[config.mk]
export PLATFORM = sky130hd
export DESIGN_NAME = sram_req_ctrl_flat
export DESIGN_NICKNAME = d
export VERILOG_FILES = /design/src/rtl/sram_req_ctrl_if.sv /design/src/rtl/sram_req_ctrl.sv /design/src/flat_wrapper.sv
export SDC_FILE = /design/constraint.sdc
export NUM_CORES = 1
export LEC_CHECK = 0
export ABC_AREA = 1
export CAP_MARGIN = 25
export CELL_PAD_IN_SITES_DETAIL_PLACEMENT = 1
export CELL_PAD_IN_SITES_GLOBAL_PLACEMENT = 1
export CORE_AREA = 10 10 143 145
export DETAILED_ROUTE_END_ITERATION = 12
export DIE_AREA = 0 0 153 155
export MAX_ROUTING_LAYER = met4
export PLACE_DENSITY_LB_ADDON = 0.1
export SLEW_MARGIN = 20
export SYNTH_ARGS = -nofsm -noshare
export SYNTH_HDL_FRONTEND = slang
export SYNTH_SLANG_ARGS = --single-unit
[constraint.sdc]
create_clock -name clk -period 3.1 [get_ports clk]
set_input_delay 0.62 -clock clk [delete_from_list [all_inputs] [get_ports clk]]
set_output_delay 0.62 -clock clk [all_outputs]
set_load 0.02 [all_outputs]
[src/rtl/sram_req_ctrl_if.sv]
// Request/response handshake bundle between the SoC bus slave and sram_req_ctrl.
interface sram_req_ctrl_if;
    logic        req_valid;
    logic        req_ready;
    logic        req_write;
    logic [18:0] req_addr;
    logic [31:0] req_wdata;
    logic [3:0]  req_wstrb;
    logic        resp_valid;
    logic        resp_ready;
    logic        resp_write;
    logic [31:0] resp_rdata;
    logic        resp_err;

    modport master (
        output req_valid, req_write, req_addr, req_wdata, req_wstrb, resp_ready,
        input  req_ready, resp_valid, resp_write, resp_rdata, resp_err
    );

    modport slave (
        input  req_valid, req_write, req_addr, req_wdata, req_wstrb, resp_ready,
        output req_ready, resp_valid, resp_write, resp_rdata, resp_err
    );
endinterface

[src/rtl/sram_req_ctrl.sv]
// Valid/ready front end for SRAM_512k: issues accesses, captures read data one cycle later,
// and returns in-order responses through a credit-protected FIFO. Optional: SRAM_REQ_CTRL_ALIGN_CHECK_EN.
module sram_req_ctrl #(
    parameter int FIFO_DEPTH = 3
) (
    input  logic           clk,
    input  logic           rst,
    sram_req_ctrl_if.slave bus,
    output logic           o_sram_cs,
    output logic           o_sram_oe,
    output logic [3:0]     o_sram_web,
    output logic [16:0]    o_sram_a,
    output logic [31:0]    o_sram_di,
    input  logic [31:0]    i_sram_do
);
    localparam int PW = (FIFO_DEPTH > 1) ? $clog2(FIFO_DEPTH) : 1;
    localparam int CW = $clog2(FIFO_DEPTH + 1);

    typedef struct packed {
        logic        write;
        logic [31:0] rdata;
        logic        err;
    } resp_t;

    logic          r_pend;
    logic          r_pend_write;
    logic          r_pend_err;
    logic [PW-1:0] r_wr_ptr;
    logic [PW-1:0] r_rd_ptr;
    logic [CW-1:0] r_count;
    resp_t         r_mem [FIFO_DEPTH];

    logic          w_accept;
    logic          w_misalign;
    logic          w_push;
    logic          w_pop;
    logic [CW:0]   w_used;
    resp_t         w_push_entry;
    resp_t         w_head;

    function automatic logic [PW-1:0] next_ptr(input logic [PW-1:0] p);
        return (p == PW'(FIFO_DEPTH - 1)) ? '0 : p + PW'(1);
    endfunction

`ifdef SRAM_REQ_CTRL_ALIGN_CHECK_EN
    assign w_misalign = (bus.req_addr[1:0] != 2'b00);
`else
    assign w_misalign = 1'b0;
`endif

    // One credit per FIFO slot; an in-flight access already owns the slot it will push into.
    assign w_used        = {1'b0, r_count} + {{CW{1'b0}}, r_pend};
    assign bus.req_ready = (w_used < (CW+1)'(FIFO_DEPTH));
    assign w_accept      = bus.req_valid && bus.req_ready && !rst;

    always_comb begin
        // NOTE: every output gets a default first, so no path through this block infers a latch.
        o_sram_cs  = 1'b0;
        o_sram_web = 4'hF;
        o_sram_a   = bus.req_addr[18:2];
        o_sram_di  = bus.req_wdata;
        if (w_accept && !w_misalign) begin
            o_sram_cs = 1'b1;
            if (bus.req_write) begin
                o_sram_web = ~bus.req_wstrb;
            end
        end
    end

    always_ff @(posedge clk) begin
        // NOTE: sequential state uses non-blocking assignments so every register samples pre-edge values.
        if (rst) begin
            r_pend       <= 1'b0;
            r_pend_write <= 1'b0;
            r_pend_err   <= 1'b0;
        end else begin
            r_pend       <= w_accept;
            r_pend_write <= bus.req_write;
            r_pend_err   <= w_misalign;
        end
    end

    // The SRAM output follows its address latch, so read data is only valid in the cycle after issue.
    assign o_sram_oe          = r_pend && !r_pend_write;
    assign w_push             = r_pend;
    assign w_push_entry.write = r_pend_write;
    assign w_push_entry.rdata = (r_pend_write || r_pend_err) ? 32'h0 : i_sram_do;
    assign w_push_entry.err   = r_pend_err;
    assign w_pop              = bus.resp_valid && bus.resp_ready;

    always_ff @(posedge clk) begin
        // NOTE: storage is not reset; the resp_* outputs are masked by resp_valid so stale entries never show.
        if (w_push) begin
            r_mem[r_wr_ptr] <= w_push_entry;
        end
    end

    always_ff @(posedge clk) begin
        if (rst) begin
            r_wr_ptr <= '0;
            r_rd_ptr <= '0;
            r_count  <= '0;
        end else begin
            if (w_push) begin
                r_wr_ptr <= next_ptr(r_wr_ptr);
            end
            if (w_pop) begin
                r_rd_ptr <= next_ptr(r_rd_ptr);
            end
            if (w_push && !w_pop) begin
                r_count <= r_count + CW'(1);
            end else if (!w_push && w_pop) begin
                r_count <= r_count - CW'(1);
            end
        end
    end

    assign w_head         = r_mem[r_rd_ptr];
    assign bus.resp_valid = (r_count != '0);
    assign bus.resp_write = bus.resp_valid && w_head.write;
    assign bus.resp_rdata = bus.resp_valid ? w_head.rdata : 32'h0;
    assign bus.resp_err   = bus.resp_valid && w_head.err;
endmodule

[src/flat_wrapper.sv]
// flat-port wrapper written by rule: the top's interface ports become plain ports
module sram_req_ctrl_flat 
#(
    parameter int FIFO_DEPTH = 3
)
  (clk, rst, o_sram_cs, o_sram_oe, o_sram_web, o_sram_a, o_sram_di, i_sram_do, bus_req_valid, bus_req_write, bus_req_addr, bus_req_wdata, bus_req_wstrb, bus_resp_ready, bus_req_ready, bus_resp_valid, bus_resp_write, bus_resp_rdata, bus_resp_err);
  sram_req_ctrl_if bus_i ();
  input  logic clk;
  input  logic rst;
  output logic o_sram_cs;
  output logic o_sram_oe;
  output logic [3:0] o_sram_web;
  output logic [16:0] o_sram_a;
  output logic [31:0] o_sram_di;
  input  logic [31:0] i_sram_do;
  input wire logic [$bits(bus_i.req_valid)-1:0] bus_req_valid;
  input wire logic [$bits(bus_i.req_write)-1:0] bus_req_write;
  input wire logic [$bits(bus_i.req_addr)-1:0] bus_req_addr;
  input wire logic [$bits(bus_i.req_wdata)-1:0] bus_req_wdata;
  input wire logic [$bits(bus_i.req_wstrb)-1:0] bus_req_wstrb;
  input wire logic [$bits(bus_i.resp_ready)-1:0] bus_resp_ready;
  output wire logic [$bits(bus_i.req_ready)-1:0] bus_req_ready;
  output wire logic [$bits(bus_i.resp_valid)-1:0] bus_resp_valid;
  output wire logic [$bits(bus_i.resp_write)-1:0] bus_resp_write;
  output wire logic [$bits(bus_i.resp_rdata)-1:0] bus_resp_rdata;
  output wire logic [$bits(bus_i.resp_err)-1:0] bus_resp_err;
  assign bus_i.req_valid = bus_req_valid;
  assign bus_i.req_write = bus_req_write;
  assign bus_i.req_addr = bus_req_addr;
  assign bus_i.req_wdata = bus_req_wdata;
  assign bus_i.req_wstrb = bus_req_wstrb;
  assign bus_i.resp_ready = bus_resp_ready;
  assign bus_req_ready = bus_i.req_ready;
  assign bus_resp_valid = bus_i.resp_valid;
  assign bus_resp_write = bus_i.resp_write;
  assign bus_resp_rdata = bus_i.resp_rdata;
  assign bus_resp_err = bus_i.resp_err;
  sram_req_ctrl #(.FIFO_DEPTH(FIFO_DEPTH)) u_core (.clk(clk), .rst(rst), .bus(bus_i), .o_sram_cs(o_sram_cs), .o_sram_oe(o_sram_oe), .o_sram_web(o_sram_web), .o_sram_a(o_sram_a), .o_sram_di(o_sram_di), .i_sram_do(i_sram_do));
endmodule
==> flow_summary.ini, run 1 <==
[timing]
rsz0062_at_grt = false
hold_ws_ns = 0.472
slew_headroom = 0.405
min_period_over_period = 0.930
tns_ns = 0
slew_violations = 0
period_needed_ns = 2.88
worst_slew_pin_slew_ns = 0.891
max_freq_mhz = 347
finalSetupViolations = 0
finalClockSkew_ns = 0.00596
hold_viol = 0

[setup_path]
critPathLaunchType = flop
crit_type = flop to primary output
worst-r2r-cell-count = 10
required_ns = 2.48
critical_path_arrival_ns = 2.26
cp_max_fo = 4
cp-end-kind = primary output
rrSetupSlack_ns = 1.32

[pwr]
switching_share = 0.310
pwr-share-seq = 0.426
power_leakage_nw = 2.68
pwr-share-comb = 0.301
ir_drop_mv = 0.245
p_per_area_mw_per_mm2 = 666
p_sw_mw = 1.27
power.internal_mw = 2.82
pwr-share-clk = 0.273

[floorplan]
floorplan.initialDensity = 0.295
core_mm2 = 0.0177
num_rows = 49
die_w_um = 153
io_pins = 183
dieArea_mm2 = 0.0237
fp.dieH_um = 155

[detailed_routing]
drt_iter0_drc = 204
antenna_left = 0
wirelength_mm = 12.0
drc = 0
routedWlPerCell_um = 15.1
vias_per_cell = 4.28
via_count = 3400
drt-pass1-iter-count = 4

[final_layout]
drive_gt1_frac = 0.0442
fillers = 2013
stdcell_area_mm2 = 0.00614
area_growth_pct = 17.9
final_nets = 655
antennaDiodeCount = 0
final_util = 0.348

[cts]
cts_resized = 0
post_cts_buffers = 0
cts_buffer_depth = 2
cts.htree.levels = 3
cts.sinks = 109
hold_buffers = 0
path_clk_slew_ns = 0.07
cts_root_buffer = clkbuf_16
cts_tree = yes
cts_buffers = 9
clk_latency_ns = 0.35

[grt]
grt_pass1_vias = 3643
grt_overflow = 0
grt_max_degree = 41
antenna_found_initial = 0
grtUsageTotal = 0.104
grt_pass1_wl_mm = 18.8

[synth]
synthTopCellsByArea = edfxtp_1 (57%), inv_1 (11%), buf_4 (7.2%), o21ai_1 (5.0%), dfxtp_1 (3.8%)
synth_flop_cell = edfxtp_1
avgSynthCellArea_um2 = 9.79
ys_seq_elements = 109
synthArstFlopShare = 0
synth_cells = 532
netlist_area_mm2 = 0.00521
yosysSeqAreaShare = 0.609
synth-edff-count = 99
netlist.area_leader.share = 0.571
yosysTopAreaCell = edfxtp_1
yosysWarningCount = 0
synth_fp_nets = 627
yosys.cell_types.count = 21
yosysMostFrequentCell = inv_1
synthTopCellsByCount = inv_1 (148), edfxtp_1 (99), o21ai_1 (52)

[placed_design]
globalplace.congestion = 0.692
port-buffer-count = 81
dp_hpwl_mm = 7.71
postPlaceCellArea_mm2 = 0.00587

[hold_path]
whs_path_depth = 2
hold_class = flop to flop

[run_status]
status = finished, final reports clean

[job]
maxCapViolCount = 0
cell type report:
type	instances	area [µm²]	area share
clock inverters	2	33.8	0.00550
well taps	229	287	0.0466
clock buffers	14	244	0.0397
flip-flops and latches	109	3180	0.517
repair buffers	88	888	0.145
multi-input cells	204	958	0.156
inverters	148	556	0.0904
cell usage in the layout (no fill, tap or decap), drive strengths merged:
cell type / count
nand2: 40
conb: 1
edfxtp: 99
nor3: 1
ha: 3
bufinv: 1
a21oi: 37
inv: 148
nor2: 45
o21ai: 69
nand4: 1
nand3: 7
clkbuf: 14
dfxtp: 10
buf: 7
clkinv: 1
clkdlybuf4s50: 81
logic make-up (layout without fill, tap and decap cells):
family	Yosys count	in the layout	synth area share
adders and majority gates	3	3	0.00721
AOI/OAI and AO/OA	106	106	0.102
and+or+nand+nor	94	94	0.0721
DFF	109	109	0.609
buffers and inverters	219	252	0.209
other	1	1	0.000720
per-layer routing:
metal  global-route usage  up-vias  wire length (µm)
met5                    -        -                 0
met4               0.0495        0               255
met3               0.0303       29               638
met2                0.173       88              5800
met1                0.113     1619              5300
li1                     -     1664                 -
per-stage QoR:
stage	cells	power [mW]	setup WS (ns)
after floorplan	532	2.61	0.810
after global placement	778	3.02	0.382
after detailed placement	778	3.05	0.345
after CTS	794	4.18	0.163
after global routing	794	4.34	0.0303
final	794	4.09	0.218
power by group through the flow:
| stage | Combinational, mW | Clock [mW] | Sequential [mW] |
|---|---|---|---|
| after floorplan | 0.864 | 0 | 1.75 |
| after global placement | 1.25 | 0 | 1.78 |
| after detailed placement | 1.27 | 0 | 1.78 |
| after CTS | 1.28 | 1.15 | 1.75 |
| after global routing | 1.38 | 1.21 | 1.76 |
| final | 1.23 | 1.12 | 1.74 |
worst max-delay path: stages, from the launching register on:
cell and delay (ns):
dfxtp_1 0.36, ha_1 0.22, ha_1 0.27, a21oi_1 0.19, nand2_1 0.11, inv_1 0.12
nand3_1 0.09, clkdlybuf4s50_1 0.56
flip-flops by register name, indices dropped and copies added, names as in the netlist, named ones only:
name / count
u_core.r_count: 2
u_core.r_rd_ptr: 2
u_core.r_wr_ptr: 2
u_core.r_pend_write: 1
u_core.r_pend: 1
u_core.r_mem: 99
worst paths after layout:
path | startpoint | endpoint
setup / recovery | u_core.r_count[0] | o_sram_web[3]
hold / removal | u_core.r_wr_ptr[1] | u_core.r_wr_ptr[1]
setup reg to reg | u_core.r_count[1] | u_core.r_count[1]
hold reg to reg | u_core.r_wr_ptr[1] | u_core.r_wr_ptr[1]
Note: power is estimated with default switching activity, not from simulation.
==> run 2, diff against run 1 <==
--- a/config.mk
+++ b/config.mk
@@ -9,9 +9,10 @@
 export CAP_MARGIN = 25
 export CELL_PAD_IN_SITES_DETAIL_PLACEMENT = 1
 export CELL_PAD_IN_SITES_GLOBAL_PLACEMENT = 1
-export CORE_AREA = 10 10 143 145
+export CORE_AREA = 2 2 135 137
+export CTS_CLUSTER_SIZE = 30
 export DETAILED_ROUTE_END_ITERATION = 12
-export DIE_AREA = 0 0 153 155
+export DIE_AREA = 0 0 137 139
 export MAX_ROUTING_LAYER = met4
 export PLACE_DENSITY_LB_ADDON = 0.1
 export SLEW_MARGIN = 20
==> constraint.sdc (replaced) <==
create_clock -name clk -period 2.62 [get_ports clk]
set_input_delay 0.524 -clock clk [delete_from_list [all_inputs] [get_ports clk]]
set_output_delay 0.524 -clock clk [all_outputs]
set_load 0.02 [all_outputs]
==> run 2 against run 1 <==
Compared with the run above:
- first-iteration DRC count is 47% lower
- combinational power is 26% higher
- critical path depth is 3 lower
- sequential share of layout area is 0.94 points lower
- core utilization is 0.64 points higher
- hold slack better by 0.016 ns
- final area is 1.9% higher
- non-clock buffer count is 6 higher
- routed wire length is 1.3% lower
- setup slack worse by 0.14 ns
- critical endpoint is now bus_req_ready
==> flow_summary.ini, run 2 (same netlist as run 1, synthesis figures left out) <==
[cts]
cts_buffer_depth = 2
cts.sinks = 109
clk_latency_ns = 0.35
cts_tree = yes
hold_buffers = 0
cts_buffers = 9
cts_root_buffer = clkbuf_16
path_clk_slew_ns = 0.07
cts.htree.levels = 3

[hold_path]
hp-start = u_core.r_wr_ptr[1]
whs_path_depth = 2
hold_class = flop to flop

[final_layout]
fillers = 2025
largest_reg_flops = 99
area_growth_pct = 20.1
drive_gt1_frac = 0.0684
regMostFlops = u_core.r_mem
final_common_cell = inv_1
layout_common_cells = inv_1 (146), edfxtp_1 (99), clkdlybuf4s50_1 (75)
antennaDiodeCount = 0
final_nets = 661

[setup_path]
crit_cells = 4
worst-r2r-cell-count = 10
cp.buffers_inverters = 1
critical_path_arrival_ns = 2.02
cp_max_fo = 4
cpLargestDelayFamily = buffers and inverters
crit_type = flop to primary output
crit_top_cell = ha_1
slowest_stage = clkdlybuf4s50_1
crit_chain = ha_1 > ha_1 > a21oi_2 > clkdlybuf4s50_1
r2r-start = u_core.r_count[1]
max_stage_delay_ns = 0.63
critPathLaunchType = flop
cp-startpoint = u_core.r_count[0]
cp-end-kind = primary output
required_ns = 2.10

[timing]
max_freq_mhz = 393
finalClockSkew_ns = 0.00872
slew_violations = 0
rsz0062_at_grt = false
finalSetupViolations = 0
hold_viol = 0
hold_ws_ns = 0.488
period_needed_ns = 2.54
min_period_over_period = 0.971
tns_ns = 0

[pwr]
p_per_area_mw_per_mm2 = 815
power_leakage_nw = 2.76
ir_drop_mv = 0.307

[run_status]
status = finished, final reports clean

[grt]
grt_pass1_vias = 3547
grt_max_degree = 67
grtUsageTotal = 0.130
grt_pass1_wl_mm = 17.9
grt_overflow = 0
antenna_found_initial = 0

[detailed_routing]
antenna_left = 0
wirelength_mm = 11.8
routedWlPerCell_um = 14.8
drc = 0
drt-pass1-iter-count = 4
via_count = 3384
drt_iter0_drc = 108
vias_per_cell = 4.24

[floorplan]
dieArea_mm2 = 0.0190
core_mm2 = 0.0177
die_w_um = 137
floorplan.initialDensity = 0.295
num_rows = 49
fp.dieH_um = 139
io_pins = 183

[placed_design]
dp_hpwl_mm = 7.25
globalplace.congestion = 0.663
port-buffer-count = 81

[job]
maxCapViolCount = 0
## run 2: changes by cell type in the layout (fill, tap and decap cells not counted), sizes merged
cell,before,now
dlymetal6s2s,0,1
bufinv,1,3
dlygate4sd2,0,1
clkdlybuf4s50,81,75
clkinv,1,3
buf,7,12
## run 2: repair_timing
| action | in CTS | in global routing |
|---|---|---|
| setup endpoints to repair | 5 | 11 |
| gates resized for setup | 6 | 10 |
| setup buffers | 0 | 0 |
| cloned | 0 | 1 |
## run 2: per-stage QoR
| stage | util | area, µm² | power (mW) | worst slack (ns) | cells |
|---|---|---|---|---|---|
| after global placement | 0.335 | 5920 | 3.60 | 0.192 | 783 |
| final | 0.354 | 6260 | 5.10 | 0.0770 | 799 |
| after global routing | 0.354 | 6260 | 5.39 | 0.00168 | 799 |
| after detailed placement | 0.335 | 5920 | 3.62 | 0.134 | 783 |
| after floorplan | - | 5210 | 3.09 | 0.401 | 532 |
| after CTS | 0.353 | 6240 | 5.15 | 0.0234 | 798 |
## run 2: power breakdown
| group | internal, mW | switching (mW) |
|---|---|---|
| combinational | 0.644 | 0.902 |
| clock | 0.920 | 0.587 |
| sequential | 2.00 | 0.0450 |
## run 2: layout make-up
| cell class | instances | area (µm²) | area share |
|---|---|---|---|
| Sequential cell | 109 | 3180 | 0.508 |
| Multi-Input combinational cell | 204 | 962 | 0.154 |
| Timing Repair Buffer | 94 | 948 | 0.152 |
| Inverter | 148 | 556 | 0.0888 |
| Tap cell | 229 | 287 | 0.0458 |
| Clock buffer | 9 | 225 | 0.0360 |
| Clock inverter | 6 | 103 | 0.0164 |
## run 2: worst paths after layout
check                           slack, ns            endpoint
worst max-delay path                 0.08       bus_req_ready
worst min-delay path                 0.49  u_core.r_wr_ptr[1]
worst max register to register       0.95   u_core.r_count[1]
worst min register to register       0.49  u_core.r_wr_ptr[1]
## run 2: worst register-to-register path, cell delays in order, from the launching register on
cell,delay (ns)
dfxtp_1,0.36
nor2_4,0.27
buf_12,0.22
nor2_2,0.06
inv_1,0.10
ha_1,0.27
inv_1,0.08
nand3_1,0.07
nand2_1,0.06
inv_1,0.04
nor2_1,0.08
## run 2: metal layers
metal  wire [µm]  GRT usage  vias up
met5           0          -        -
met2        5730      0.210       87
met3         523     0.0238       30
met1        5260      0.153     1593
met4         320     0.0657        0
li1            -          -     1674
==> run 3, diff against run 2 <==
--- a/config.mk
+++ b/config.mk
@@ -9,10 +9,10 @@
 export CAP_MARGIN = 25
 export CELL_PAD_IN_SITES_DETAIL_PLACEMENT = 1
 export CELL_PAD_IN_SITES_GLOBAL_PLACEMENT = 1
-export CORE_AREA = 2 2 135 137
+export CORE_AREA = 2 2 129 131
 export CTS_CLUSTER_SIZE = 30
 export DETAILED_ROUTE_END_ITERATION = 12
-export DIE_AREA = 0 0 137 139
+export DIE_AREA = 0 0 131 133
 export MAX_ROUTING_LAYER = met4
 export PLACE_DENSITY_LB_ADDON = 0.1
 export SLEW_MARGIN = 20
==> constraint.sdc (replaced) <==
create_clock -name clk -period 2.93 [get_ports clk]
set_input_delay 0.586 -clock clk [delete_from_list [all_inputs] [get_ports clk]]
set_output_delay 0.586 -clock clk [all_outputs]
set_load 0.02 [all_outputs]
==> run 3 against run 2 <==
Compared with the run above:
- non-clock buffer count shrank 6
- combinational power shrank 15%
- final area shrank 1.5%
- hold slack lost 0.020 ns
- register-to-register slack gained 0.36 ns
- sequential power shrank 9.8%
- largest cell class unchanged
==> flow_summary.ini, run 3 (same netlist as run 1, synthesis figures left out) <==
[detailed_routing]
vias_per_cell = 4.36
via_count = 3422
drt-pass1-iter-count = 4
drt_iter0_drc = 153
wirelength_mm = 11.6
antenna_left = 0
routedWlPerCell_um = 14.7
drc = 0

[final_layout]
fillers = 1813
final_cell_count_no_fill = 785
area_growth_pct = 18.4
layout_common_cells = inv_1 (146), edfxtp_1 (99), clkdlybuf4s50_1 (80)
regArea_mm2 = 0.00318
final_common_cell = inv_1
drive_gt1_frac = 0.0513
largest_reg_flops = 99
antennaDiodeCount = 0
multi_input_area_um2 = 958
final_util = 0.381
regMostFlops = u_core.r_mem
final_nets = 655

[floorplan]
io_pins = 183
num_rows = 47
floorplan.initialDensity = 0.322
dieArea_mm2 = 0.0174
die_w_um = 131
core_mm2 = 0.0162
fp.dieH_um = 133

[timing]
tns_ns = 0
worst_slew_pin_slew_ns = 0.836
hold_ws_ns = 0.468
period_needed_ns = 2.79
finalSetupViolations = 0
slew_headroom = 0.442
min_period_over_period = 0.952
max_freq_mhz = 358
rsz0062_at_grt = false
slew_violations = 0
finalClockSkew_ns = 0.00609
hold_viol = 0

[cts]
hold_buffers = 0
cts_root_buffer = clkbuf_16
cts_tree = yes
cts_buffers = 9
cts_buffer_depth = 2
cts.htree.levels = 3
path_clk_slew_ns = 0.07
cts.sinks = 109
clk_latency_ns = 0.35

[pwr]
power_leakage_nw = 2.70
ir_drop_mv = 0.306
p_per_area_mw_per_mm2 = 718

[grt]
antenna_found_initial = 0
grt_overflow = 0
grt_max_degree = 36
grtUsageTotal = 0.146
grt_pass1_wl_mm = 18.5
grt_pass1_vias = 3620

[setup_path]
required_ns = 2.34
crit_chain = ha_1 > ha_1 > a21oi_1 > nand2_1 > inv_1 > nand3_1 > clkdlybuf4s50_1
critPathLaunchType = flop
cpLargestDelayFamily = buffers and inverters
max_stage_delay_ns = 0.55
slowest_stage = clkdlybuf4s50_1
cp.buffers_inverters = 2
cp_max_fo = 5
critical_path_arrival_ns = 2.20
cp-end-kind = primary output
crit_type = flop to primary output
crit_top_cell = ha_1

[placed_design]
place_inst = 769
globalplace.congestion = 0.670
dp_hpwl_mm = 7.35
port-buffer-count = 81

[job]
maxCapViolCount = 0

[hold_path]
hold_class = flop to flop

[run_status]
status = finished, final reports clean
## run 3: worst paths after layout
path,start,to,slack (ns),cells after the start
setup / recovery,u_core.r_pend,o_sram_web[2],0.14,7
hold / removal,u_core.r_wr_ptr[1],u_core.r_wr_ptr[1],0.47,2
setup reg to reg,u_core.r_count[1],u_core.r_count[1],1.31,10
hold reg to reg,u_core.r_wr_ptr[1],u_core.r_wr_ptr[1],0.47,2
## run 3: where the power goes
part	switching [mW]	internal (mW)	leakage, nW	total, mW
clock	0.526	0.741	0.151	1.27
sequential	0.0527	1.79	0.994	1.84
combinational	0.769	0.549	1.55	1.32
total	1.35	3.08	2.70	4.43
## run 3: metrics by stage
stage          total power, mW  setup WS [ns]  instance area (µm²)
3_3_place_gp              3.19          0.288                 5850
6_report                  4.43          0.141                 6160
3_5_place_dp              3.22          0.255                 5850
2_1_floorplan             2.76          0.674                 5210
4_1_cts                   4.49         0.0629                 6160
5_1_grt                   4.68       0.000987                 6160
## run 3: area by class of cell
| cell class | instances | area share |
|---|---|---|
| Timing Repair Buffer | 88 | 0.145 |
| Sequential cell | 109 | 0.516 |
| Multi-Input combinational cell | 204 | 0.155 |
| Inverter | 148 | 0.0901 |
| Tap cell | 220 | 0.0447 |
| Clock buffer | 10 | 0.0371 |
| Clock inverter | 6 | 0.0126 |
## run 3: worst min-delay path: stages (launching register included)
cell,delay (ns)
dfxtp_1,0.31
nand2_1,0.06
a21oi_1,0.05
## run 3: timing repair
item                                   in CTS  in global routing
setup endpoints to repair                   0                  4
buffers inserted                            0                  0
endpoints found under the hold margin       0                  0
gates resized for setup                     0                  2
## run 3: layer usage
metal | up-vias | wire length [µm] | GRT usage
met1 | 1645 | 4810 | 0.163
met5 | - | 0 | -
met2 | 88 | 5760 | 0.243
li1 | 1662 | - | -
met4 | 0 | 388 | 0.0804
met3 | 27 | 599 | 0.0295
